File: config.mk
export PLATFORM = sky130hd
export DESIGN_NAME = life_grid
export DESIGN_NICKNAME = d
export VERILOG_FILES = /design/src/rtl/life_grid.sv
export SDC_FILE = /design/constraint.sdc
export NUM_CORES = 1
export LEC_CHECK = 0
export CAP_MARGIN = 20
export CORE_MARGIN = 3
export CORE_UTILIZATION = 43
export CTS_BUF_LIST = sky130_fd_sc_hd__clkbuf_8
export CTS_CLUSTER_SIZE = 30
export DETAILED_ROUTE_END_ITERATION = 16
export DONT_BUFFER_PORTS = 1
export SYNTH_ARGS = -nofsm -noshare
export SYNTH_HDL_FRONTEND = slang
export SYNTH_SLANG_ARGS = --single-unit
File: constraint.sdc
create_clock -name clk -period 5.2 [get_ports clk]
set_input_delay 1.56 -clock clk [delete_from_list [all_inputs] [get_ports clk]]
set_output_delay 1.56 -clock clk [all_outputs]
set_load 0.05 [all_outputs]
File: src/rtl/life_grid.sv
// ROWS x COLS Life-style cellular automaton that advances every cell one generation per step.
// It supports pause, single-step and bulk load, and can halt itself once the pattern stops changing.
module life_grid #(
    parameter int unsigned ROWS           = 8,
    parameter int unsigned COLS           = 8,
    parameter int unsigned WRAP           = 1,
    parameter logic [8:0]  BIRTH_MASK     = 9'b000001000,
    parameter logic [8:0]  SURVIVE_MASK   = 9'b000001100,
    parameter int unsigned GEN_W          = 16,
    parameter int unsigned HALT_ON_STABLE = 1
) (
    input  logic                 clk,
    input  logic                 reset,
    input  logic                 step_en,
    input  logic                 pause,
    input  logic                 single_step,
    input  logic                 load,
    input  logic [ROWS*COLS-1:0] load_data,
    output logic [ROWS*COLS-1:0] grid_out,
    output logic [GEN_W-1:0]     gen_count,
    output logic                 stable,
    output logic                 extinct,
    output logic                 halted
);
    localparam int NR = int'(ROWS);
    localparam int NC = int'(COLS);

    typedef enum logic [1:0] {StRun, StPause, StHalt} state_t;

    state_t                state_q, state_d;
    logic [ROWS*COLS-1:0]  grid_q, grid_d, next_gen;
    logic [GEN_W-1:0]      gen_q, gen_d;
    logic                  stable_q, stable_d;
    logic                  extinct_q, extinct_d;
    logic                  do_step;

    // Next state of cell (r,c). With WRAP=0, neighbours that fall off the grid count as dead.
    function automatic logic cell_next(input logic [ROWS*COLS-1:0] g, input int r, input int c);
        logic [3:0] n;
        int rr;
        int cc;
        n = 4'd0;
        for (int dr = -1; dr <= 1; dr++) begin
            for (int dc = -1; dc <= 1; dc++) begin
                rr = r + dr;
                cc = c + dc;
                if (WRAP != 0) begin
                    rr = (rr + NR) % NR;
                    cc = (cc + NC) % NC;
                end
                if (!(dr == 0 && dc == 0) && rr >= 0 && rr < NR && cc >= 0 && cc < NC) begin
                    n = n + 4'(g[rr*NC + cc]);
                end
            end
        end
        return g[r*NC + c] ? SURVIVE_MASK[n] : BIRTH_MASK[n];
    endfunction

    always_comb begin
        next_gen = '0;
        for (int r = 0; r < NR; r++) begin
            for (int c = 0; c < NC; c++) begin
                next_gen[r*NC + c] = cell_next(grid_q, r, c);
            end
        end
    end

    always_comb begin
        state_d   = state_q;
        grid_d    = grid_q;
        gen_d     = gen_q;
        stable_d  = stable_q;
        extinct_d = extinct_q;
        do_step   = 1'b0;
        if (load) begin
            grid_d    = load_data;
            gen_d     = '0;
            stable_d  = 1'b0;
            extinct_d = (load_data == '0);
            state_d   = pause ? StPause : StRun;
        end else begin
            unique case (state_q)
                StRun: begin
                    if (pause) state_d = StPause;
                    else       do_step = step_en;
                end
                StPause: begin
                    if (!pause) state_d = StRun;
                    else        do_step = single_step;
                end
                StHalt:  ;
                default: state_d = StRun;
            endcase
            if (do_step) begin
                grid_d    = next_gen;
                if (gen_q != '1) gen_d = gen_q + 1'b1;
                stable_d  = (next_gen == grid_q);
                extinct_d = (next_gen == '0);
                if (HALT_ON_STABLE != 0 && next_gen == grid_q) state_d = StHalt;
            end
        end
    end

    always_ff @(posedge clk) begin
        if (reset) begin
            state_q   <= StRun;
            grid_q    <= '0;
            gen_q     <= '0;
            stable_q  <= 1'b0;
            extinct_q <= 1'b1;
        end else begin
            state_q   <= state_d;
            grid_q    <= grid_d;
            gen_q     <= gen_d;
            stable_q  <= stable_d;
            extinct_q <= extinct_d;
        end
    end

    assign grid_out  = grid_q;
    assign gen_count = gen_q;
    assign stable    = stable_q;
    assign extinct   = extinct_q;
    assign halted    = (state_q == StHalt);

endmodule

==> flow_summary.toml, run 1 <==
[cts]
ctsHoldBuffers = 0
root_buffer = "clkbuf_8"
cts_buffers = 9
cts_tree = "yes"
cts.reportedPaths.clkPinSlew_ns = 0.13
insertion_delay_ns = 0.45
cts_sinks = 84
cts_buffer_depth = 2
cts.htree.levels = 3

[sta]
worst_slew_margin_rel = 0.297
fin_skew_ns = 0.0309
drv_slew = 0
finalSetupTns_ns = 0
setup_viol = 0
layout_setup_ws_ns = 0.163
final.min_clock_period_ns = 5.04
rsz0062_at_grt = "no"
holdWs_ns = 0.679
worstMarginPinSlew_ns = 1.05
hold_viol = 0
max_freq_mhz = 199
final.period_utilization = 0.969

[placed_design]
placed_cells = 2623
placed_area_mm2 = 0.0183
place_congestion = 1.08
dp_hpwl_um = 58800
io_buffers = 0
dp_slack_ns = -0.153

[finish]
fillerInstances = 3710
fin_area_mm2 = 0.0186
final_cell_mix = "inv_1, fa_1, nor2_1"
post-route-util = 0.490
finalNonFillerCells = 2643
ff_latch_area_mm2 = 0.00170
final_common_cell = "inv_1"
area_growth_pct = 11.6
multiInputGateArea_mm2 = 0.0135
final_net_count = 2645
layout-drive-gt1-share = 0.0934

[floorplan]
die_w_um = 203
core-area_mm2 = 0.0379
io-pin-count = 153
die_area_mm2 = 0.0412
dieHeight_um = 203
initial_core_util = 0.440
row_count = 71

[global_routing]
grt_start_max_net_pins = 122
gr-usage-all-layers = 0.341
antenna_found_initial = 8
grt-ovfl-total = 0
grt_pass1_wl_um = 102000
grt_pass1_vias = 15800

[worst_setup_path]
critPathMaxStageDelay_ns = 0.54
critPathTopFamily = "adder cells"
crit_chain = "buf_4 -> fa_1 -> inv_1 -> fa_1 -> fa_1 -> inv_1 -> ha_1 -> fa_1 -> nand2_1 -> a21oi_1 -> o211ai_1 -> nand4_1 -> or4_1 -> or4_1 -> or3_1 -> a21oi_1"
end_kind = "flip-flop"
critical_path_required_ns = 5.59
path_class = "reg -> reg"
cp.arrival_ns = 5.43
critPathBufInv = 3
crit_path_top_delay_cell = "or4_1"
path_max_fanout = 7
crit_top_cell = "fa_1"
setup.worst_path.start_class = "flip-flop"

[synthesis]
synth_seq_cells = 84
yosysUniqueCellTypes = 66
synth_warnings = 0
syn_inst = 1999
ys.flop_type = "dfxtp_1"
async_flop_share = 0
ys_seq_area_frac = 0.101
syn_nets = 2518
synth_edf_count = 0
synth.avg_cell_area_um2 = 8.34
syn_area_mm2 = 0.0167

[drt]
drtPass1Iterations = 6
wl_per_cell_um = 26.5
vias = 16000
drc = 0
dr.first_iter.drc_count = 1694
viasPerCell = 6.05
drtAntennaViolNets = 0
wl_um = 70000

[pwr]
p_per_area_mw_per_mm2 = 320
p_leak_nw = 9.10
peakVddDrop_mv = 0.151
finalPower_mw = 5.95

[min_path]
hold_class = "reg -> reg"

[run]
drv_cap = 0

[run_status]
status = "completed"
==> worst min-delay path, delay by kind of cell, from the launching register on <==
family | cells | cell delay, ns
compound gates | 2 | 0.17
flops | 1 | 0.37
simple gates | 2 | 0.11
==> registers in the layout (all words and copies together), names as in the netlist <==
register	flops
grid_out	64
extinct	1
stable	1
gen_count	16
state_q	2
==> path summary, 6_finish.rpt <==
| path | slack, ns | end | cells past startpoint | startpoint |
|---|---|---|---|---|
| setup / recovery | 0.16 | stable | 16 | grid_out[32] |
| hold / removal | 0.68 | grid_out[60] | 4 | grid_out[60] |
| setup reg to reg | 0.16 | stable | 16 | grid_out[32] |
| hold reg to reg | 0.68 | grid_out[60] | 4 | grid_out[60] |
==> cell type report <==
class,instances,area share
antenna,1,0.000135
sequential,84,0.0912
multi-input combinational,1499,0.724
inverter,380,0.0769
timing repair buffer,152,0.0620
tap,511,0.0344
clock buffer,9,0.00666
clock inverter,7,0.00444
==> cells in the mapped netlist, types with 4 or more instances <==
master	count	area, um^2
inv_1	379	1420
fa_1	256	5120
nor2_1	195	732
ha_1	193	2410
a21oi_1	163	816
nand2_1	158	593
dfxtp_1	84	1680
o21ai_0	66	330
a211oi_1	48	360
nor4_1	36	225
nand4_1	33	206
clkbuf_1	32	120
nand3_1	32	160
nand2b_1	20	125
nor2b_1	20	125
and3_1	19	119
nor3b_1	18	135
nand3b_1	16	120
mux2i_1	14	140
nor3_1	11	55.1
nor4b_1	11	96.3
o2111ai_1	11	96.3
a22oi_1	10	75.1
a31oi_1	10	62.6
and3b_1	10	87.6
and4b_1	10	100
a221oi_1	9	78.8
xor2_1	8	70.1
a2111oi_0	7	61.3
and2_1	7	43.8
o211ai_1	7	52.6
a21o_1	6	45.0
o21a_1	6	45.0
or2_2	6	37.5
or3_1	6	37.5
or4_1	6	45.0
o21bai_1	5	37.5
o31ai_1	5	37.5
or3b_2	5	43.8
a22o_1	4	35.0
and4_1	4	35.0
buf_1	4	15.0
o221ai_1	4	35.0
o22ai_1	4	25.0
xnor2_1	4	35.0
==> cells by family (layout without fill, tap and decap cells) <==
logic type | Yosys count | after routing | synth area share
AO/OA/AOI/OAI | 393 | 393 | 0.147
XOR/XNOR | 12 | 12 | 0.00630
adder cells (fa/ha/maj) | 449 | 449 | 0.452
buffers and inverters | 416 | 548 | 0.0937
flip-flops | 84 | 84 | 0.101
multiplexers | 14 | 14 | 0.00840
other | 0 | 1 | 0
AND/OR/NAND/NOR | 631 | 631 | 0.192
==> where the power goes <==
group | switching [mW] | total, mW | leakage [nW] | internal, mW
Clock | 0.352 | 0.582 | 0.0984 | 0.230
Sequential | 0.0701 | 0.758 | 0.694 | 0.688
Combinational | 2.94 | 4.61 | 8.31 | 1.67
Total | 3.36 | 5.95 | 9.10 | 2.59
==> metal layers <==
layer  track usage  part of all wire
met1         0.447              0.40
met2         0.514              0.43
met3         0.111              0.12
met4         0.153             0.054
met5             0            0.0013
==> timing repair <==
action,4_1_cts,5_1_grt
setup buffers,0,3
setup endpoints to repair,3,3
pin swaps,0,2
resized for setup,1,15
Power figures use the tool's default switching activity.
==> inputs of run 2 (changes only) <==
- CORE_ASPECT_RATIO: not set -> 1.5
- CTS_CLUSTER_DIAMETER: not set -> 80
==> run 2 against run 1 <==
  * Global-route usage increased by 2.9 points
  * Register-to-register slack got worse by 0.04 ns
  * Via count increased by 0.64%
  * First-iteration DRC count down 13%
  * Die area rose by 0.12%
  * Total power is 3.5% higher
  * Critical path type unchanged
==> flow_summary.toml, run 2 (synthesis results as in run 1) <==
[cts]
cts_sinks = 84
cts_buffers = 9
cts_buffer_depth = 2
cts.reportedPaths.clkPinSlew_ns = 0.11
cts_tree = "yes"
cts.htree.levels = 3
insertion_delay_ns = 0.45
root_buffer = "clkbuf_8"

[drt]
vias = 16100
drtAntennaViolNets = 0
drtPass1Iterations = 5
viasPerCell = 6.12
dr.first_iter.drc_count = 1468
wl_per_cell_um = 28.9
drc = 0
wl_um = 76000

[pwr]
switching_share = 0.561
peakVddDrop_mv = 0.135
pwr-share-seq = 0.124
p_per_area_mw_per_mm2 = 329
pwr-share-comb = 0.770
p_leak_nw = 9.16
switching_power_mw = 3.46
clockPowerShare = 0.106
internal_power_mw = 2.71

[global_routing]
antenna_found_initial = 1
gr-usage-all-layers = 0.369
grt-ovfl-total = 0
grt_pass1_wl_um = 110000
grt_start_max_net_pins = 122
grt_pass1_vias = 16500

[finish]
largest_register_ffs = 64
final_net_count = 2652
post-route-util = 0.492
area_growth_pct = 12.2
final_cell_mix = "inv_1, fa_1, nor2_1"
layout-drive-gt1-share = 0.0978
final_common_cell = "inv_1"

[sta]
drv_slew = 0
holdWs_ns = 0.654
hold_viol = 0
final.min_clock_period_ns = 5.08
layout_setup_ws_ns = 0.119
rsz0062_at_grt = "no"
worstMarginPinSlew_ns = 1.16
max_freq_mhz = 197
worst_slew_margin_rel = 0.221
fin_skew_ns = 0.0164
final.period_utilization = 0.977
setup_viol = 0

[worst_setup_path]
setup.worst_path.start_class = "flip-flop"
path_max_fanout = 10
cp.arrival_ns = 5.46
end_kind = "flip-flop"
path_class = "reg -> reg"
r2r_slack_ns = 0.12
critical_path_required_ns = 5.58
rr_endpoint = "state_q[1]"
reg2reg_from = "grid_out[12]"
rr_worst_depth = 15

[floorplan]
die_area_mm2 = 0.0412
row_count = 87
dieHeight_um = 247
die_w_um = 167
core-area_mm2 = 0.0380
initial_core_util = 0.439
io-pin-count = 153

[run_status]
status = "completed"

[placed_design]
dp_slack_ns = 0.0175
place_congestion = 1.06
dp_hpwl_um = 64600
io_buffers = 0

[min_path]
hold_start = "state_q[1]"
hold_class = "reg -> reg"
min_path_cells = 2
min_to = "state_q[1]"

[run]
drv_cap = 0
run 2: changes by cell type in the layout (fill, tap and decap cells not counted), sizes merged:
cell,before,now
clkinvlp,3,1
buf,152,159
diode,1,3
inv,382,381
clkbuf,9,11
bufinv,1,2
run 2: power groups by stage:
stage                     clock, mW  sequential (mW)  combinational, mW
after global routing          0.664            0.769               5.18
after floorplan                   0            0.960               2.69
after CTS                     0.653            0.761               4.65
final                         0.651            0.764               4.75
after detailed placement          0            0.776               4.61
after global placement            0            0.775               4.56
run 2: routing by layer:
metal  part of all wire  global-route usage
met1               0.36               0.418
met2               0.49               0.645
met3              0.069              0.0627
met4              0.081               0.236
met5                  0                   0
run 2: final cells by class:
| cell class | count | area [um^2] |
|---|---|---|
| well taps | 489 | 612 |
| flip-flops and latches | 84 | 1700 |
| inverters | 380 | 1430 |
| clock buffers | 11 | 151 |
| fillers | 3730 | 19300 |
| repair buffers | 159 | 1240 |
| multi-input cells | 1499 | 13500 |
| diodes | 3 | 7.51 |
| clock inverters | 5 | 91.3 |
run 2: critical path: stages (launching register included):
cell and delay (ns):
dfxtp_1 0.35, buf_4 0.33, fa_1 0.48, inv_1 0.08, fa_1 0.44, fa_1 0.49
inv_1 0.04, ha_1 0.20, fa_1 0.52, nor2b_1 0.15, a221oi_1 0.15, nor4_1 0.45
nand4_1 0.22, or4_1 0.60, or3_1 0.39, a21oi_1 0.14
run 2: timing repair:
action                                  CTS  global route
hold buffers                              0             0
pin swaps                                 0             3
hold endpoints to repair                  0             0
setup buffers                             0             2
resized for setup                         1            24
endpoints found under the setup margin    2             3
run 2: how the worst max path moves through the flow:
| stage | slack (ns) | from | to |
|---|---|---|---|
| after floorplan | 0.05 | grid_out[24] | stable |
| after global placement | -0.02 | grid_out[32] | stable |
| after detailed placement | 0.02 | grid_out[1] | state_q[1] |
| after CTS | 0.04 | grid_out[32] | state_q[1] |
| after global routing | 0.005 | grid_out[41] | stable |
| final | 0.12 | grid_out[12] | state_q[1] |
run 2: per-stage QoR:
stage	instances	power, mW	area (um^2)	TNS (ns)
3_3_place_gp	2608	5.34	18400	-0.0327
3_5_place_dp	2609	5.39	18400	0
2_1_floorplan	1999	3.65	16700	0
4_1_cts	2625	6.06	18600	0
6_report	2630	6.16	18700	0
5_1_grt	2629	6.61	18700	0
==> inputs of run 3 (changes only) <==
--- a/config.mk
+++ b/config.mk
@@ -16,2 +16,3 @@
 export DONT_BUFFER_PORTS = 1
+export SLEW_MARGIN = 20
 export SYNTH_ARGS = -nofsm -noshare
--- a/constraint.sdc
+++ b/constraint.sdc
@@ -3,2 +3,2 @@
 set_output_delay 1.56 -clock clk [all_outputs]
-set_load 0.05 [all_outputs]
+set_load 0.01 [all_outputs]
==> run 3 against run 2 <==
  * Sequential share of layout area about the same
  * Highest routed layer is now met5
  * Non-clock buffer count fell by 9
  * Total power down 3.5%
  * Sequential power is 0.5% lower
  * Maximum frequency down 0.43%
  * Worst setup slack worse by 0.022 ns
  * Largest cell class unchanged
  * Via count hardly changed
  * Final cell count fell by 0.23%
==> flow_summary.toml, run 3 (synthesis results as in run 1) <==
[pwr]
p_per_area_mw_per_mm2 = 319
p_leak_nw = 9.11
finalPower_mw = 5.95
peakVddDrop_mv = 0.139

[finish]
fin_area_mm2 = 0.0186
area_growth_pct = 11.8
layout-drive-gt1-share = 0.0972
largest_register_ffs = 64
post-route-util = 0.491
final_cell_mix = "inv_1, fa_1, nor2_1"
final_net_count = 2643
finalNonFillerCells = 2624
final_common_cell = "inv_1"

[cts]
cts.htree.levels = 3
cts_tree = "yes"
insertion_delay_ns = 0.46
cts_sinks = 84
cts.reportedPaths.clkPinSlew_ns = 0.13
cts_buffers = 9
root_buffer = "clkbuf_8"
cts_buffer_depth = 2
ctsHoldBuffers = 0

[floorplan]
dieHeight_um = 247
die_area_mm2 = 0.0412
die_w_um = 167
core-area_mm2 = 0.0380
initial_core_util = 0.439
row_count = 87
io-pin-count = 153

[sta]
hold_viol = 0
drv_slew = 0
max_freq_mhz = 196
layout_setup_ws_ns = 0.0971
holdWs_ns = 0.558
worstMarginPinSlew_ns = 1.35
fin_skew_ns = 0.0226
final.period_utilization = 0.981
worst_slew_margin_rel = 0.0884
finalSetupTns_ns = 0
setup_viol = 0
final.min_clock_period_ns = 5.10

[placed_design]
dp_hpwl_um = 61900
placed_area_mm2 = 0.0183
placed_cells = 2598
io_buffers = 0
place_congestion = 1.08
dp_slack_ns = -0.0920

[run_status]
status = "completed"

[drt]
wl_um = 73500
drc = 0
wl_per_cell_um = 28.0
drtAntennaViolNets = 0
viasPerCell = 6.13
vias = 16100
drtPass1Iterations = 10
dr.first_iter.drc_count = 1282

[worst_setup_path]
end_kind = "flip-flop"
path_max_fanout = 4
cp.arrival_ns = 5.49
r2r_slack_ns = 0.1
path_class = "reg -> reg"
critical_path_required_ns = 5.58
setup.worst_path.start_class = "flip-flop"

[min_path]
hold_class = "reg -> reg"

[global_routing]
met1_usage = 0.391
grt_pass1_wl_um = 106000
grt_pass1_vias = 16000
grt_start_max_net_pins = 122
antenna_found_initial = 5
gr-usage-all-layers = 0.354
met2_usage = 0.595
grt_use_met3 = 0.0787
grt-ovfl-total = 0
busiest_layer = "met2"

[run]
drv_cap = 0
## run 3: cell count changes in the layout (fill, tap and decap cells not counted), sizes merged
cell	change
inv	+3
bufinv	-1
clkinv	-1
clkbuf	-1
buf	-9
diode	+3
## run 3: area by class of cell
type                            instances  area [um^2]
Fill cell                            3778        19400
Multi-Input combinational cell       1499        13500
Sequential cell                        84         1700
Inverter                              380         1430
Timing Repair Buffer                  150         1160
Tap cell                              489          612
Clock buffer                           10          138
Clock inverter                          6         73.8
Antenna cell                            6         15.0
## run 3: path summary, 6_finish.rpt
kind	from	endpoint	depth (start not counted)
setup / recovery	grid_out[18]	state_q[1]	15
hold / removal	stable	stable	2
setup reg to reg	grid_out[18]	state_q[1]	15
hold reg to reg	stable	stable	2
## run 3: repair_timing
item | 4_1_cts | 5_1_grt
setup endpoints to repair | 2 | 4
endpoints found under the hold margin | 0 | 0
gates resized for setup | 5 | 25
pin swaps | 0 | 2
buffers inserted | 0 | 4
## run 3: critical path, cell delays in order (launching register included)
cell       delay [ns]
dfxtp_1          0.39
fa_1             0.55
inv_1            0.05
fa_1             0.48
fa_1             0.50
inv_1            0.04
ha_1             0.20
fa_1             0.50
and3b_1          0.24
a22oi_2          0.30
o2111ai_2        0.25
nor4_2           0.27
nand4b_1         0.15
or4_1            0.57
or3_1            0.39
a21oi_1          0.17
## run 3: routing by layer
metal | share of wire | vias to the layer above
met4 | 0.098 | 4
met1 | 0.35 | 7929
met3 | 0.086 | 271
met2 | 0.47 | 872
met5 | 0.00039 | -
li1 | - | 7002
## run 3: report_power, final
group	leakage, nW	total [mW]	switching, mW	internal (mW)
sequential	0.694	0.760	0.0715	0.689
combinational	8.30	4.58	2.86	1.71
clock	0.109	0.611	0.367	0.244
total	9.11	5.95	3.30	2.65
==> RTL change 1 (config.mk and constraints of run 3) <==
Add an input register stage for `step_en`, `pause`, `single_step`, `load` and `load_data`, without a reset; this delays them by one clock.
--- a/src/rtl/life_grid.sv
+++ b/src/rtl/life_grid.sv
@@ -26,6 +26,20 @@
     localparam int NC = int'(COLS);
 
     typedef enum logic [1:0] {StRun, StPause, StHalt} state_t;
+
+    logic step_en_q;
+    logic pause_q;
+    logic single_step_q;
+    logic load_q;
+    logic [ROWS*COLS-1:0] load_data_q;
+
+    always_ff @(posedge clk) begin
+        step_en_q     <= step_en;
+        pause_q       <= pause;
+        single_step_q <= single_step;
+        load_q        <= load;
+        load_data_q   <= load_data;
+    end
 
     state_t                state_q, state_d;
     logic [ROWS*COLS-1:0]  grid_q, grid_d, next_gen;
@@ -72,21 +86,21 @@
         stable_d  = stable_q;
         extinct_d = extinct_q;
         do_step   = 1'b0;
-        if (load) begin
-            grid_d    = load_data;
+        if (load_q) begin
+            grid_d    = load_data_q;
             gen_d     = '0;
             stable_d  = 1'b0;
-            extinct_d = (load_data == '0);
-            state_d   = pause ? StPause : StRun;
+            extinct_d = (load_data_q == '0);
+            state_d   = pause_q ? StPause : StRun;
         end else begin
             unique case (state_q)
                 StRun: begin
-                    if (pause) state_d = StPause;
-                    else       do_step = step_en;
+                    if (pause_q) state_d = StPause;
+                    else       do_step = step_en_q;
                 end
                 StPause: begin
-                    if (!pause) state_d = StRun;
-                    else        do_step = single_step;
+                    if (!pause_q) state_d = StRun;
+                    else        do_step = single_step_q;
                 end
                 StHalt:  ;
                 default: state_d = StRun;
Check against the original RTL: not settled (the Yosys comparison gave no result); the edit may change what the design does.
==> RTL change 1 against run 3 <==
- power up 23%
- largest power group unchanged
- via count up 3.3%
- clock skew increased by 0.0071 ns
- hold slack got worse by 0.058 ns
- count of clock-buffer cells in the layout rose by 7
- final area increased by 8.3%
- worst setup slack worse by 0.021 ns
- largest cell class unchanged
- area after synthesis rose by 7.8%
- clock power grew 54%
- non-clock buffer count increased by 11
- sequential cell count grew 68
- routed wire length grew 11%
==> RTL change 1: results <==
[final_layout]
finalNonFillerCells = 2764
drive_gt1_share_pct = 9.95
multi_input_cells = 1476
fill_cells = 4089
clock_buffers = 17
buf_share_pct = 6.07
nNonClkBuffers = 161
syn2layout_area_growth_pct = 12.3
regArea_sq_um = 3050
multi_input_area_sq_um = 13400

[timing]
worstMarginPinSlew_ns = 1.29
worst_clock_skew_ns = 0.0297
holdWs_ns = 0.500

[grt]
grt_max_degree = 69
met2_usage_pct = 61.1
antenna_found_initial = 3
grt_use_met3_pct = 7.66
grt_pass1_wl_microns = 117000
grt.total_usage_pct = 36.9
gr-usage-met1_pct = 41.2
grt_pass1_vias = 17000

[detailed_routing]
first_iter_violations = 1367
met3_length_microns = 6550
first_pass_iters = 6
wl_met1_microns = 28700
met2WireLength_microns = 38600

[clock_network]
clkLatencyLatePin_ns = 0.53
htreeDepth = 4
cts_resized = 0
cts_made_buffers = 17

[pwr]
powerComb_mw = 5.05
vdd_drop_max_v = 0.000256
p_leak_nw = 9.77
p_int_mw = 3.46
fin_total_pwr_mw = 7.34

[critical_path]
max_stage_delay_ns = 0.60
rr_worst_depth = 17
cp_max_fo = 5
crit_slowest_cell = "fa_1"

[yosys]
synthTopCellsByCount = "inv_1, fa_1, nor2_1"
synth-seq-cells = 152
syn_avg_cell_area_sq_um = 8.79
syn_nets = 2564
synth.area.top_cells = "fa_1, dfxtp_1, ha_1"
seq_area_frac_synth_pct = 16.9

[place]
preCtsSetupSlack_ns = 0.164
gp_congestion = 1.07

[status]
status = "finished, final reports clean"
## RTL change 1: cell count changes after synthesis, sizes merged, moves of 5 or more
cell	run 3	this run
nor3	11	36
o211ai	7	17
a21oi	163	147
o21ai	66	55
dfxtp	84	152
nand2	158	128
a221oi	9	3
nand4b	2	8
and3	19	14
nor2	195	216
and4	4	9
o31ai	5	0
nand2b	20	10
## RTL change 1: path summary, 6_finish.rpt
kind                   startpoint            to
setup reg to reg     grid_out[32]    state_q[0]
hold / removal    load_data_q[10]  grid_out[10]
hold reg to reg   load_data_q[10]  grid_out[10]
setup / recovery     grid_out[32]    state_q[0]
## RTL change 1: kinds of logic (layout without fill, tap and decap cells)
family	Yosys count	in the layout	synth area share, %
buf+inv	417	574	8.71
compound gates	368	368	13.0
flops	152	152	16.9
xor+xnor	14	14	0.682
fa+ha+maj	449	449	41.9
simple gates	628	628	17.8
other cells	0	4	0
mux	17	17	0.947
==> RTL change 2 (flow settings as in run 3) <==
Without the edit above. Change the parameter `WRAP` from 1 to 0.
--- a/src/rtl/life_grid.sv
+++ b/src/rtl/life_grid.sv
@@ -3,7 +3,7 @@
 module life_grid #(
     parameter int unsigned ROWS           = 8,
     parameter int unsigned COLS           = 8,
-    parameter int unsigned WRAP           = 1,
+    parameter int unsigned WRAP           = 0,
     parameter logic [8:0]  BIRTH_MASK     = 9'b000001000,
     parameter logic [8:0]  SURVIVE_MASK   = 9'b000001100,
     parameter int unsigned GEN_W          = 16,
Check against the original RTL: not settled (the Yosys comparison gave no result); the edit may change what the design does.
==> RTL change 2 against run 3 <==
- worst setup slack better by 0.085 ns
- area after synthesis is 18% lower
- final area is 20% lower
- routed wire length is 25% lower
- hold slack worse by 0.0026 ns
- sequential cell count stayed put
- power is 23% lower
- utilization is 1.5 points lower
- global-route usage is 3.1 points lower
- largest cell class unchanged
==> RTL change 2: results <==
[detailed_routing]
vias_per_cell = 6.12
first_pass_iters = 5
drc = 0
wl_per_cell_microns = 26.2
first_iter_violations = 1127
vias = 12900

[grt]
antenna_found_initial = 4
grt.total_usage_pct = 32.2
grt_pass1_wl_microns = 82200
grt_max_degree = 90

[yosys]
netlist.area_leader.share_pct = 28.6
synth.area.top_cells = "fa_1, ha_1, dfxtp_1"
synth_cells = 1640
ys_async_sr_fraction_pct = 0
synthTopCellsByCount = "inv_1, fa_1, nor2_1"
seq_area_frac_synth_pct = 12.3
synth-main-ff-cell = "dfxtp_1"
synth_cell_types = 75
syn_nets = 2042

[critical_path]
max_stage_delay_ns = 0.63
crit_slowest_cell = "dfxtp_1"
cp_max_fo = 6
crit_family = "adder cells"

[place]
gp_congestion = 1.01
dp_hpwl_microns = 46100
preCtsSetupSlack_ns = 0.206
place_area_sq_um = 14700

[min_path]
hold_class = "register to register"

[clock_network]
cts_setup_buffers = 0
htreeDepth = 3
clockRootBuffer = "clkbuf_8"
clkLatencyLatePin_ns = 0.46
cts_made_buffers = 9
clkTransAtPathRegs_ns = 0.12
cts_resized = 0

[pwr]
p_leak_nw = 6.98
switchingPower_mw = 2.42
vdd_drop_max_v = 0.000160

[final_layout]
fin_nets = 2089
fill_cells = 3114
largest_reg_flops = 64
drive_gt1_share_pct = 6.62

[timing]
maxSlewHeadroom_pct = 26.7
worst_clock_skew_ns = 0.0227

[status]
status = "finished, final reports clean"
[RTL change 2: cell count changes after synthesis, moves of 9 or more]
| cell | delta |
|---|---|
| inv_1 | -93 |
| nand2_1 | -67 |
| fa_1 | -60 |
| ha_1 | -57 |
| a21oi_1 | -42 |
| a211oi_1 | -15 |
| and3_1 | -9 |
| nand3_1 | -9 |
| o211ai_1 | +9 |
[RTL change 2: metal layers]
metal	track usage, %	vias up	routed length, microns
met3	7.24	165	4600
met4	20.5	2	4210
li1	-	5704	-
met1	35.8	6329	19400
met2	55.8	661	26900
met5	0	-	19
[RTL change 2: kinds of logic after synthesis]
logic type	Yosys count	synth area share, %
AND/OR/NAND/NOR	540	20.6
AO/OA/AOI/OAI	341	15.9
adder cells (fa/ha/maj)	332	41.0
buffers and inverters	324	8.89
flip-flops	84	12.3
XOR/XNOR	11	0.702
multiplexers	8	0.593
[RTL change 2: area by class of cell]
type	count	area [sq um]	share of cell area, %
multi-input combinational	1232	10800	72.9
sequential	84	1680	11.3
inverter	287	1080	7.25
timing repair buffer	73	548	3.69
tap	405	507	3.41
clock buffer	9	124	0.833
clock inverter	7	73.8	0.497
antenna	4	10.0	0.0674
[RTL change 2: power by group through the flow]
stage | logic [mW] | registers (mW) | clock network (mW)
floorplan | 2.09 | 0.815 | 0
global placement | 3.09 | 0.802 | 0
detailed placement | 3.15 | 0.803 | 0
CTS | 3.18 | 0.788 | 0.570
global route | 3.58 | 0.797 | 0.584
finish | 3.23 | 0.789 | 0.561
[RTL change 2: worst paths after layout]
kind	to	depth (start not counted)	from	slack (ns)
max	state_q[1]	15	grid_out[9]	0.18
min	gen_count[15]	2	gen_count[15]	0.56
max reg2reg	state_q[1]	15	grid_out[9]	0.18
min reg2reg	gen_count[15]	2	gen_count[15]	0.56
[RTL change 2: worst reg2reg max path: cells and delay by family (launching register included)]
family          cells  cell delay (ns)
buf+inv             3             0.37
simple gates        4             1.26
compound gates      3             0.63
flops               1             0.63
fa+ha+maj           5             2.07
